==> src/rtl/display_scroll_controller.sv <==
// display_scroll_controller: phase counter, frame/scroll timing and tear-free
// character window over a 16-entry message buffer for a 4-digit display.
module display_scroll_controller #(
  parameter int PHASE_DIV  = 1000,
  parameter int SCROLL_DIV = 64
) (
  input  logic       clk,
  input  logic       reset,
  input  logic       load_en,
  input  logic [3:0] load_addr,
  input  logic [3:0] load_char,
  input  logic       run,
  input  logic       step_req,
  output logic [3:0] counter,
  output logic [3:0] c0,
  output logic [3:0] c1,
  output logic [3:0] c2,
  output logic [3:0] c3,
  output logic [3:0] ptr,
  output logic       frame_tick
);
  logic [15:0] presc_q, presc_d;
  logic [3:0]  counter_q, counter_d;
  logic [9:0]  fcnt_q, fcnt_d;
  logic [3:0]  ptr_q, ptr_d;
  logic        step_q, tick_q;
  logic [3:0]  c0_q, c1_q, c2_q, c3_q;
  logic [3:0]  msg_q [16];
  logic        phase_tc, boundary, scroll_tc, step_edge;
  logic [3:0]  p1, p2, p3;
  always_comb begin
    phase_tc  = presc_q == 16'(PHASE_DIV - 1);
    boundary  = phase_tc && counter_q == 4'hf;
    scroll_tc = boundary && fcnt_q == 10'(SCROLL_DIV - 1);
    step_edge = step_req && !step_q && !run;
    presc_d   = phase_tc ? 16'd0 : presc_q + 16'd1;
    counter_d = phase_tc ? counter_q + 4'd1 : counter_q;
    fcnt_d    = scroll_tc ? 10'd0 : boundary ? fcnt_q + 10'd1 : fcnt_q;
    ptr_d     = ((scroll_tc && run) || step_edge) ? ptr_q + 4'd1 : ptr_q;
    p1        = ptr_q + 4'd1;
    p2        = ptr_q + 4'd2;
    p3        = ptr_q + 4'd3;
  end
  // The latch reads msg_q before this edge's write lands, so a coincident load shows a frame later.
  always_ff @(posedge clk) begin
    if (reset) begin
      presc_q   <= '0;
      counter_q <= '0;
      fcnt_q    <= '0;
      ptr_q     <= '0;
      step_q    <= 1'b0;
      tick_q    <= 1'b0;
      c3_q      <= 4'h0;
      c2_q      <= 4'h1;
      c1_q      <= 4'h2;
      c0_q      <= 4'h3;
      for (int i = 0; i < 16; i++) msg_q[i] <= 4'(i);
    end else begin
      presc_q   <= presc_d;
      counter_q <= counter_d;
      fcnt_q    <= fcnt_d;
      ptr_q     <= ptr_d;
      step_q    <= step_req;
      tick_q    <= boundary;
      if (boundary) begin
        c3_q <= msg_q[ptr_q];
        c2_q <= msg_q[p1];
        c1_q <= msg_q[p2];
        c0_q <= msg_q[p3];
      end
      if (load_en) msg_q[load_addr] <= load_char;
    end
  end
  assign counter    = counter_q;
  assign ptr        = ptr_q;
  assign frame_tick = tick_q;
  assign c0         = c0_q;
  assign c1         = c1_q;
  assign c2         = c2_q;
  assign c3         = c3_q;
endmodule

==> config.mk <==
export PLATFORM = sky130hd
export DESIGN_NAME = display_scroll_controller
export DESIGN_NICKNAME = d
export VERILOG_FILES = /design/src/rtl/display_scroll_controller.sv
export SDC_FILE = /design/constraint.sdc
export NUM_CORES = 1
export LEC_CHECK = 0
export BUFFER_PORTS_ARGS = -buffer_cell sky130_fd_sc_hd__buf_4
export CORE_ASPECT_RATIO = 1.75
export CORE_MARGIN = 2
export CORE_UTILIZATION = 55
export DETAILED_ROUTE_END_ITERATION = 6
export PLACE_DENSITY = 0.83
export SYNTH_ARGS = -nofsm -noshare
export SYNTH_HDL_FRONTEND = slang
export SYNTH_SLANG_ARGS = --single-unit
export TNS_END_PERCENT = 10
==> constraint.sdc <==
create_clock -name clk -period 4.1 [get_ports clk]
set_clock_uncertainty 0.2 [all_clocks]
set_input_delay 0.615 -clock clk [delete_from_list [all_inputs] [get_ports clk]]
set_output_delay 0.615 -clock clk [all_outputs]
set_load 0.02 [all_outputs]
==> results by group <==
Clock network
  – Root Driver: clkbuf_16
  – Clk_lat worst skew: between 0.4 and 0.5 ns
  – Post-CTS sizing: 0
  – Longest Clk Path Bufs: 2
  – Total CTS buffers: 17
  – Clk sinks: between 100 and 150
  – Post-CTS setup buffer count: 0
  – Clock transition at path regs: 0.05 ns
  – Hold buffer count at cts: 0
  – CTS tree: yes
  – H-tree depth: 4

Power and ir drop
  – PwrDens: 410.3 nW/um^2
  – Pwr Total: 3.281 mW
  – Internal power: 2.531 mW
  – Comb power frac: 0.116
  – Switching power: 0.7503 mW
  – Lkg Pwr: 2.663 nW
  – Switching part of the total power: 0.2287
  – Clock power frac: 0.482
  – Seq pwr share: 0.402
  – Peak VDD IR: 0.0003097 V

Route
  – Remaining DRCs: 0
  – Number of nets with antenna violations after routing: 0
  – Via density: 6.732
  – Router iterations before antenna repair: 5
  – DRT iter0 DRCs: 407
  – Routed vias: 5278
  – Drt total wl: 17390 microns
  – WL/cell: 22.17 microns

Floorplanning
  – IO Pins: 38
  – Std cell rows: 54
  – Die height: 153.8 microns
  – Area of the core: 12500 sq um
  – Starting Density: 0.5644
  – Die area: 13780 sq um
  – Die Span X: 89.61 microns

Final layout
  – Final Non-Filler Cells: 784
  – Number of fill cells: 919
  – Most frequent standard cell in the layout excluding fill and tap cells: mux4_2
  – Final Util: 0.6397
  – Nets: 624
  – ANT cells: 0
  – Layout area overhead: 13.36%
  – Most frequent cells in the layout: 68 x mux4_2, 64 x edfxtp_1, 50 x dfxtp_1
  – Fin area: 7996 sq um
  – Share of cells above drive strength 1: 0.2646

Min path
  – WHS Path Cells: 2
  – Hold Path End: step_q
  – Hold Crit Start: step_req
  – Hold crit path type: in2reg

STA
  – Crit path time final: 3.026 ns
  – Post-route setup slack: 1.074 ns
  – Worst slew pin tran: roughly 1 ns
  – Hold Fails Final Rpt: 0
  – Period Utilization, post-route: 0.7381
  – Setup TNS: 0 ns
  – Final setup fails: 0
  – Slew HR: 0.3336
  – WHS: between 0.2 and 0.25 ns
  – RSZ-0062 raised after global routing: no
  – Peak Freq: approximately 330 MHz
  – Fin. max-slew vios: 0

Setup path
  – WP data arrival: 3.08 ns
  – CP Max Fanout: 17
  – Critical-path cell list: inv_1 -> ha_1 -> buf_4 -> mux4_2 -> and3_1 -> a211oi_1 -> o32ai_1
  – CP delay by family, top: adder cells
  – Worst path max stage delay: approximately 0.76 ns
  – Worst r2r src: ptr[0]
  – WP buf/inv: 2
  – FF-to-FF End: c2[2]
  – Critical Path Sink Type: flop
  – Crit. Startpoint: ptr[0]
  – CP Depth: 7
  – Flop2flop setup slack: 1.07 ns
  – CP required: just over 4 ns
  – Setup CP Type: reg2reg
  – CP startpoint kind: flop
  – CP max stage cell: ha_1
  – Worst R2R Path Depth: 7

Logic synthesis
  – Post-synthesis cell area: 7054 sq um
  – Gate Count Post-Synth: 590
  – Syn nets: 610
  – Largest family of logic cells by synthesized area: multiplexers
  – Avg Cell Area, Syn: between 10 and 15 sq um
  – Number of flops mapped to enable cells by yosys: 64
  – Simple logic cell fraction of the synthesized area: 0.1947
  – Post-synthesis compound-gate area fraction: 0.07751
  – Synth Flop Type: edfxtp_1
  – Synth async-reset ratio: 0
  – Yosys reg bits: 116
  – Post-synthesis sequential area ratio: 0.4200
  – Synth unique cells: 50
  – Mux cell area share after synthesis: 0.2391
  – Post-Synth Adder-Cell Area: 0.01242
  – Yosys warnings: 0
  – Xor/xnor share of the synthesized area: 0.02075

GRT
  – Gr usage total: 0.2659
  – Vias in the first global route: approximately 5200
  – Largest net degree at the start of global routing: slightly above 60
  – Antenna violations before repair: 0
  – First-pass GRT wire length: 27230 microns
  – Grt total ovfl: 0

Place
  – # port buffers: 37
  – Post-DP HPWL: roughly 13000 microns
  – Cells after DPL: 753
  – Pre-CTS setup slack: 1.232 ns
  – Post-DP Area: 7376 sq um
  – GP Congestion: approximately 0.97

Run status
  – Status: completed

Flow run
  – Max Cap Viol: 0
## worst max-delay path by stage
| stage | slack (ns) | end |
|---|---|---|
| floorplan | 0.41 | c0[0] |
| global placement | 1.29 | c2[3] |
| detailed placement | 1.23 | c2[2] |
| global route | 1.0 | c2[2] |
| CTS | 1.22 | c2[3] |
| finish | 1.07 | c2[2] |
## synthesized netlist by cell type (2+ instances only)
cell / count / area share
mux4_2: 68 / 0.22
edfxtp_1: 64 / 0.27
dfxtp_1: 52 / 0.15
and2_1: 36 / 0.032
nor2_1: 33 / 0.018
clkbuf_1: 32 / 0.017
or3_1: 32 / 0.028
a21oi_1: 22 / 0.016
nand2b_1: 20 / 0.018
nand2_1: 15 / 0.0080
or2_2: 15 / 0.013
nand4_1: 14 / 0.012
o31ai_1: 13 / 0.014
nand3_1: 12 / 0.0085
or4_1: 12 / 0.013
and3_1: 11 / 0.0098
buf_2: 11 / 0.0078
mux2i_1: 11 / 0.016
xor2_1: 10 / 0.012
a22o_1: 8 / 0.0099
ha_1: 7 / 0.012
inv_1: 7 / 0.0037
nor2b_1: 7 / 0.0062
o21ai_0: 7 / 0.0050
o22ai_1: 7 / 0.0062
a211oi_1: 6 / 0.0064
nor3b_1: 6 / 0.0064
and4_1: 5 / 0.0062
nor3_1: 5 / 0.0035
a211o_1: 4 / 0.0050
mux2_2: 4 / 0.0064
nand4b_1: 4 / 0.0050
a21boi_0: 3 / 0.0032
buf_4: 3 / 0.0032
nor4_1: 3 / 0.0027
o32ai_1: 3 / 0.0037
xnor2_1: 3 / 0.0037
buf_6: 2 / 0.0032
o221ai_1: 2 / 0.0025
## area by class of cell
class	count	area (sq um)	area share
repair buffers	44	330.3	0.04131
flip-flops and latches	116	2968	0.3711
multi-input cells	418	3841	0.4804
clock inverters	11	183.9	0.02300
inverters	7	26.28	0.003286
well taps	168	210.2	0.02629
clock buffers	20	436.7	0.05461
## power by group through the flow
stage / registers (mW) / logic [mW] / clock network [mW]
after floorplan: 1.32 / 0.285 / 0
after detailed placement: 1.34 / 0.375 / 0
after global placement: 1.33 / 0.365 / 0
after global routing: 1.32 / 0.398 / 1.64
final: 1.32 / 0.381 / 1.58
after CTS: 1.32 / 0.377 / 1.59
## layer usage
layer  share of wire  wire length, microns  up-vias  track usage
met1            0.35                  6058     2626       0.2856
met4           0.065                  1128        0       0.1777
li1                -                     -     2340            -
met3           0.049                   851       74      0.05904
met5               0                     0        -            0
met2            0.54                  9347      238       0.4489
## cell families (layout without fill, tap and decap cells)
group | count (synthesis) | in the layout
simple gates | 233 | 233
flops | 116 | 116
fa+ha+maj | 7 | 7
xor+xnor | 15 | 15
compound gates | 80 | 80
mux | 83 | 83
buf+inv | 56 | 82
## flip-flops by register name, indices dropped and copies added (netlist names)
name and flops:
c3 4, presc_q 16, counter 4, c1 4, step_q 1, fcnt_q 10, ptr 4, c2 4
msg_q 64, frame_tick 1, c0 4
(Power assumes the default switching activity.)
